## src/rtl/irq_ctrl.sv

```systemverilog
// Peripheral interrupt controller: edge-latched requests, mask, fixed priority, drain/vector/return.
// Optional IRQ_SYNC_EN adds a 2-flop synchronizer on irq_i ahead of edge detection.
module irq_ctrl #(
    parameter int unsigned         NUM_IRQ      = 4,
    parameter int unsigned         ADDR_W       = 32,
    parameter int unsigned         DRAIN_CYCLES = 3,
    parameter logic [ADDR_W-1:0]   VEC_BASE     = 'h0000_0100,
    localparam int unsigned        IdW          = (NUM_IRQ > 1) ? $clog2(NUM_IRQ) : 1
) (
    input  logic               clk,
    input  logic               rst,
    input  logic [NUM_IRQ-1:0] irq_i,
    input  logic               mask_we_i,
    input  logic [NUM_IRQ-1:0] mask_wdata_i,
    input  logic [ADDR_W-1:0]  ex_pc_i,
    input  logic               eret_i,
    output logic               intreq_o,
    output logic               redirect_o,
    output logic [ADDR_W-1:0]  redirect_pc_o,
    output logic [ADDR_W-1:0]  epc_o,
    output logic               in_isr_o,
    output logic [IdW-1:0]     irq_id_o,
    output logic [NUM_IRQ-1:0] mask_o,
    output logic [NUM_IRQ-1:0] pending_o
);

    localparam int unsigned CntW = $clog2(DRAIN_CYCLES) + 1;

    typedef enum logic [2:0] {
        StIdle,
        StDrain,
        StVector,
        StIsr,
        StReturn
    } state_e;

    state_e               state_q, state_d;
    logic [NUM_IRQ-1:0]   pending_q, pending_d;
    logic [NUM_IRQ-1:0]   mask_q, mask_d;
    logic [NUM_IRQ-1:0]   prev_q;
    logic [CntW-1:0]      cnt_q, cnt_d;
    logic [ADDR_W-1:0]    epc_q, epc_d;
    logic [IdW-1:0]       id_q, id_d;
    logic [NUM_IRQ-1:0]   irq_s;
    logic [NUM_IRQ-1:0]   req;
    logic [NUM_IRQ-1:0]   edges;
    logic [NUM_IRQ-1:0]   clr;
    logic [IdW-1:0]       winner;

`ifdef IRQ_SYNC_EN
    logic [NUM_IRQ-1:0] sync1_q, sync2_q;

    always_ff @(posedge clk) begin
        if (rst) begin
            sync1_q <= '0;
            sync2_q <= '0;
        end else begin
            sync1_q <= irq_i;
            sync2_q <= sync1_q;
        end
    end

    assign irq_s = sync2_q;
`else
    assign irq_s = irq_i;
`endif

    assign req   = pending_q & mask_q;
    assign edges = irq_s & ~prev_q;

    // Descending scan so the lowest requesting index is the last one written.
    always_comb begin
        winner = '0;
        for (int k = NUM_IRQ - 1; k >= 0; k--) begin
            if (req[k]) begin
                winner = IdW'(k);
            end
        end
    end

    always_comb begin
        state_d = state_q;
        cnt_d   = cnt_q;
        epc_d   = epc_q;
        id_d    = id_q;
        clr     = '0;
        unique case (state_q)
            StIdle: begin
                if (|req) begin
                    state_d = StDrain;
                    epc_d   = ex_pc_i;
                    id_d    = winner;
                    cnt_d   = CntW'(DRAIN_CYCLES - 1);
                end
            end
            StDrain: begin
                if (cnt_q == '0) begin
                    state_d = StVector;
                end else begin
                    cnt_d = cnt_q - 1'b1;
                end
            end
            StVector: begin
                clr     = NUM_IRQ'(1) << id_q;
                state_d = StIsr;
            end
            StIsr: begin
                if (eret_i) begin
                    state_d = StReturn;
                end
            end
            StReturn: state_d = StIdle;
            default:  state_d = StIdle;
        endcase
    end

    // A new edge in the clearing cycle keeps the bit set.
    assign pending_d = (pending_q & ~clr) | edges;
    assign mask_d    = mask_we_i ? mask_wdata_i : mask_q;

    always_ff @(posedge clk) begin
        if (rst) begin
            state_q   <= StIdle;
            pending_q <= '0;
            mask_q    <= '0;
            prev_q    <= '0;
            cnt_q     <= '0;
            epc_q     <= '0;
            id_q      <= '0;
        end else begin
            state_q   <= state_d;
            pending_q <= pending_d;
            mask_q    <= mask_d;
            prev_q    <= irq_s;
            cnt_q     <= cnt_d;
            epc_q     <= epc_d;
            id_q      <= id_d;
        end
    end

    always_comb begin
        intreq_o      = 1'b0;
        redirect_o    = 1'b0;
        redirect_pc_o = '0;
        in_isr_o      = 1'b0;
        unique case (state_q)
            StDrain: intreq_o = 1'b1;
            StVector: begin
                intreq_o      = 1'b1;
                redirect_o    = 1'b1;
                redirect_pc_o = VEC_BASE + (ADDR_W'(id_q) << 4);
            end
            StIsr: in_isr_o = 1'b1;
            StReturn: begin
                redirect_o    = 1'b1;
                redirect_pc_o = epc_q;
            end
            default: ;
        endcase
    end

    assign epc_o     = epc_q;
    assign irq_id_o  = id_q;
    assign mask_o    = mask_q;
    assign pending_o = pending_q;

endmodule

```

## config.mk

```make
export PLATFORM = sky130hd
export DESIGN_NAME = irq_ctrl
export DESIGN_NICKNAME = d
export VERILOG_FILES = /design/src/rtl/irq_ctrl.sv
export SDC_FILE = /design/constraint.sdc
export NUM_CORES = 1
export LEC_CHECK = 0
export ABC_AREA = 1
export CORE_MARGIN = 2
export CORE_UTILIZATION = 37
export CTS_BUF_LIST = sky130_fd_sc_hd__clkbuf_2 sky130_fd_sc_hd__clkbuf_4 sky130_fd_sc_hd__clkbuf_8
export DETAILED_ROUTE_END_ITERATION = 7
export GPL_TIMING_DRIVEN = 0
export PLACE_DENSITY = 0.79
export SETUP_SLACK_MARGIN = 0.5
export SLEW_MARGIN = 10
export SYNTH_ARGS = -nofsm -noshare
export SYNTH_HDL_FRONTEND = slang
export SYNTH_SLANG_ARGS = --single-unit
```

## constraint.sdc

```tcl
create_clock -name clk -period 1.2 [get_ports clk]
set_input_delay 0.24 -clock clk [delete_from_list [all_inputs] [get_ports clk]]
set_output_delay 0.24 -clock clk [all_outputs]
set_load 0.03 [all_outputs]
```

# After elaboration in Yosys (flattened, before gate mapping)
# Cells that the tools add are included.
# totals
elab_cells	49
input_bits	44
output_inout_bits	77
ff_bits	52
# op_classes
mux	16
n_reduce_logical	9
shifts	1
n_eq_ne	8
bitwise	6
addsub	2
# op_table
operator	count
case mux 32 bit (2 select lines)	1
2-to-1 mux 3 bit	5
AND 4 bit	3
case mux 3 bit (4 select lines)	1
adder 9 x 6 -> 10 bit, first input constant	1
2-to-1 mux 2 bit	4
!= test 2 bit, second input constant	4
inverter 4 bit	2
equality test 3 x 2 -> 1 bit, second input constant	2
zero test 3 bit	2
case mux 3 bit (2 select lines)	1
AND reduction 3 bit	2
2-to-1 mux 4 bit	1
OR 4 bit	1
OR reduction 2 bit	2
OR reduction 4 bit	1
<< shifter 1 x 2 -> 4 bit, first input constant	1
equality test 3 x 1 -> 1 bit, second input constant	1
equality test 3 bit, second input constant	1
2-to-1 mux 1 bit	3
subtractor 3 x 1 -> 3 bit, second input constant	1
AND reduction 2 bit	1
nonzero test 2 bit	1

# Logic depth before layout (Yosys ltp)
# logic_depth
depth_word	5
depth_mapped	8
mapped_depth_nobuf	8

# Worst setup path before layout
# OpenSTA, ideal clock, no wires.
# synth_path
kind	reg-to-output
start	reg state_q[1]
end	out redirect_pc_o[5]
stages_incl_launch_ff	4
arrival_ps	1321
path_slack_ps	-361
path_buffers	0
required_time_ps	960
path_cell_list	dfxtp_1 -> inv_1 -> nand3_1 -> o21ai_0
# synth_between
elab_chain_cells	2
word_cells_on_any_way	3
cone_classes	2 x eq/ne; 1 x mux
# synth_lines
element	line_no	text
start, declared	37	state_e state_q, state_d;
start signal, assigned	123	state_q <= StIdle;
start signal, assigned	131	state_q <= state_d;
equality test 3 bit / equality test 3 x 2 -> 1 bit (equally long branches)	146	unique case (state_q)
case mux 32 bit (2 select lines) *	146	
end, declared	19	output logic [ADDR_W-1:0] redirect_pc_o,
# Every way passes the cells marked *; elsewhere a longest branch is shown, timed or not.

# Final worst setup path
# layout_path
start	reg state_q[0]
end	out redirect_pc_o[4]
# The elaborated chain is that of the path after synthesis.

==> impl_results.md <==
- Clock Path Buffers: 2
- Cell family with most CP delay: buffers and inverters
- Tot GR Track Use: 25.83%
- Setup TNS: -24.93 ns
- Routed Antenna Nets: 0
- Max-cap check violation count: 0
- DP Area: 4128 µm²
- Period utilization: 136.9%
- Placed insts: 527
- P_sw: 3.804 mW
- Seq cells post-synth: 52
- Clk root buf: clkbuf_8
- Commonest cells in the netlist: 109 x nor2_1, 52 x dfxtp_1, 48 x inv_1
- Hold Crit Depth: 2
- Status: finished with violations
- Final Net Count: 556
- Post-DP HPWL: 5682 µm
- Post-Syn Area: 2343 µm²
- FF-to-FF path depth: 8
- Buffers plus inverters on the worst setup path: 3
- R2R Setup Slk: -0.41 ns
- Critical path fanouts, max: 5
- Max IR drop VDD: 1.161 mV
- Initial antenna violation count: 0
- Total Wirelength: 10670 µm
- Cell variety after synth: 27
- Later-pin clock latency in the skew report: 0.31 ns
- Skew final: 0.01041 ns
- Num CTS Buffers: 5
- Post-DR wirelength/cell: 18.20 µm
- # port buffers: 120
- Sw Ratio: 42.28%
- Final instance area: 5314 µm²
- R2r endpoint: epc_o[8]$_SDFFE_PP0P_
- Synth top area cells: dfxtp_1 44%, nor2_1 17%, o21ai_0 8.5%, inv_1 7.7%, nand2_1 3.4%
- Ordered cell list for the critical path: clkinv_4 -> nand3_4 -> buf_16 -> o22ai_4 -> buf_6
- Share of layout cells above drive strength 1: 65.95%
- ANT cells: 0
- Post-route setup slack: -0.4429 ns
- Slowest cell delay on critical path: 0.37 ns
- Synth warnings: 0
- Non-Filler Instances: 586
- Synth Area per Inst: 7.059 µm²
- Fmax: 0.6087 GHz
- Vias in the first global route: 2939
- Core ar.: 6026 µm²
- Comb power frac: 58.9%
- Post-Syn Instances: 332
- First-pass GRT wire length: 14610 µm
- Mapped Nets: 378
- CTS Sinks: 52
- DR pass1 iterations: 4
- Via count: 2966
- Clock transition time at the flip-flop clock pins of the worst setup and hold paths: 0.09 ns
- Sequential share of power: 28.8%
- Top-count cell post-synth: nor2_1
- Slowest library cell on the worst path: dfxtp_4
- DR iter-0 viols: 101
- Die extent in y: 83.59 µm
- Setup crit start kind: flop
- Worst-margin pin slew: 0.7260 ns
- Io pins: 121
- Critical path class: reg -> out
- EDFF count, synth: 0
- Vias per inst: 5.061
- Hold path start: rst
- Hold slack: 0.1528 ns
- Pre-CTS setup slack: -0.6898 ns
- Starting Density: 38.89%
- Filler cells: 266
- Hold endpoint: pending_o[0]$_SDFF_PP0_
- Main flop type after synthesis: dfxtp_1
- Async set or reset register ratio after synthesis: 0%
- Yosys top cell area share: 44.42%
- Slew headroom: 51.60%
- Rows: 28
- Leak: 2.200 nW
- Grt total ovfl: 0
- CP arrival: 1.40 ns
- CTS tree: built
- Largest net degree at the start of global routing: 15
- Pwr per Cell Area: 1693 nW/µm²
- Seq/Total Area, Yosys: 44.42%
- Post-synth top area cell: dfxtp_1
- Area Growth Syn to Fin: 126.7%
- Element type at the critical path end: output port
- Final setup fails: 78
- Die Width: 83.59 µm
- GP Congestion: 0.8298
- Violated checks: setup timing
- Final count of hold timing violations: 0
- DRC Markers: 0
- Hold crit path type: in -> reg
- Max H-tree Level: 2
- Max Transition Viols Final: 0
- Die area: 6986 µm²
- Internal Pwr Total: 5.193 mW
- Clock power frac: 12.2%
- WP data required: 0.96 ns
- Reg2reg start: state_q[1]$_SDFFE_PP0P_
- RSZ-0062 raised after global routing: yes
- Period minus WS final: 1.643 ns
[routing by layer]
metal / routed length (µm) / GRT usage (%)
met1: 4093 / 29.79
met2: 5752 / 47.64
met3: 602 / 5.341
met4: 218 / 7.625
met5: 0 / 0
[registers in the layout, summed over array words and instances, names as in the netlist]
name	count
epc_o	32
mask_o	4
pending_o	4
prev_q	4
cnt_q	3
state_q	3
irq_id_o	2
[power groups by stage]
stage	logic [mW]	registers (mW)	clock network (mW)
2_1_floorplan	1.73	3.01	0
3_3_place_gp	3.27	2.51	0
3_5_place_dp	3.36	2.53	0
4_1_cts	4.61	2.53	1.11
5_1_grt	5.55	2.62	1.19
6_report	5.30	2.59	1.10
[through the flow]
step | total power [mW] | utilization [%]
2_1_floorplan | 4.746 | -
3_3_place_gp | 5.788 | 68.50
3_5_place_dp | 5.891 | 68.50
4_1_cts | 8.257 | 82.83
5_1_grt | 9.358 | 88.19
6_report | 8.997 | 88.19
[cell usage in the layout, fill, tap and decap left out, types with 8 or more instances in the layout]
cell             instances
nor2_4                  34
clkdlybuf4s50_1         41
dfxtp_4                 23
nand2_4                  9
inv_1                   42
o21ai_2                 33
buf_4                   18
nand2_1                  8
buf_6                  104
nor2_1                  59
nand2_2                  9
dfxtp_2                 24
nor2_2                  24
[cell families after synthesis]
logic type      after synthesis  synth area share, %
buf+inv                      65                12.65
fa+ha+maj                     2                1.068
xor+xnor                      1               0.3738
flops                        52                44.42
simple gates                159                29.10
compound gates               53                12.39
[worst register-to-register path, cell delays in order, from the launching register on]
cell and delay, ns:
dfxtp_4 0.37, buf_6 0.12, buf_6 0.11, buf_6 0.12, nor2_8 0.09, o21ai_4 0.12
buf_6 0.15, o21ai_0 0.28, nor2_1 0.13
[worst max-delay path by stage]
stage | start | endpoint | slack, ns | depth (start not counted)
2_1_floorplan | mask_o[0]$_SDFFE_PP0P_ | epc_o[11]$_SDFFE_PP0P_ | -0.06 | 7
3_3_place_gp | state_q[1]$_SDFFE_PP0P_ | redirect_pc_o[4] | -0.68 | 5
3_5_place_dp | state_q[1]$_SDFFE_PP0P_ | redirect_pc_o[4] | -0.69 | 5
4_1_cts | state_q[0]$_SDFFE_PP0P_ | redirect_pc_o[8] | -0.46 | 6
5_1_grt | state_q[0]$_SDFFE_PP0P_ | redirect_pc_o[4] | -0.49 | 5
6_report | state_q[0]$_SDFFE_PP0P_ | redirect_pc_o[4] | -0.44 | 5
[area by class of cell]
class                      instances  area [µm²]  share of cell area (%)
tap                               75       93.84                   1.766
sequential                        52        1157                   21.78
clock buffer                       8       97.59                   1.837
inverter                          51       214.0                   4.026
timing repair buffer             171        1901                   35.77
buffer                            14       212.7                   4.003
multi-input combinational        215        1638                   30.82
[repair_timing]
action / 4_1_cts / 5_1_grt
pin swaps: 26 / 24
setup buffers: 26 / 16
hold buffers: 0 / 0
resized for setup: 667 / 62
setup endpoints to repair: 129 / 124
endpoints found under the hold margin: 0 / 0
gates cloned: 8 / 1
Note: power is estimated with default switching activity, not from simulation.
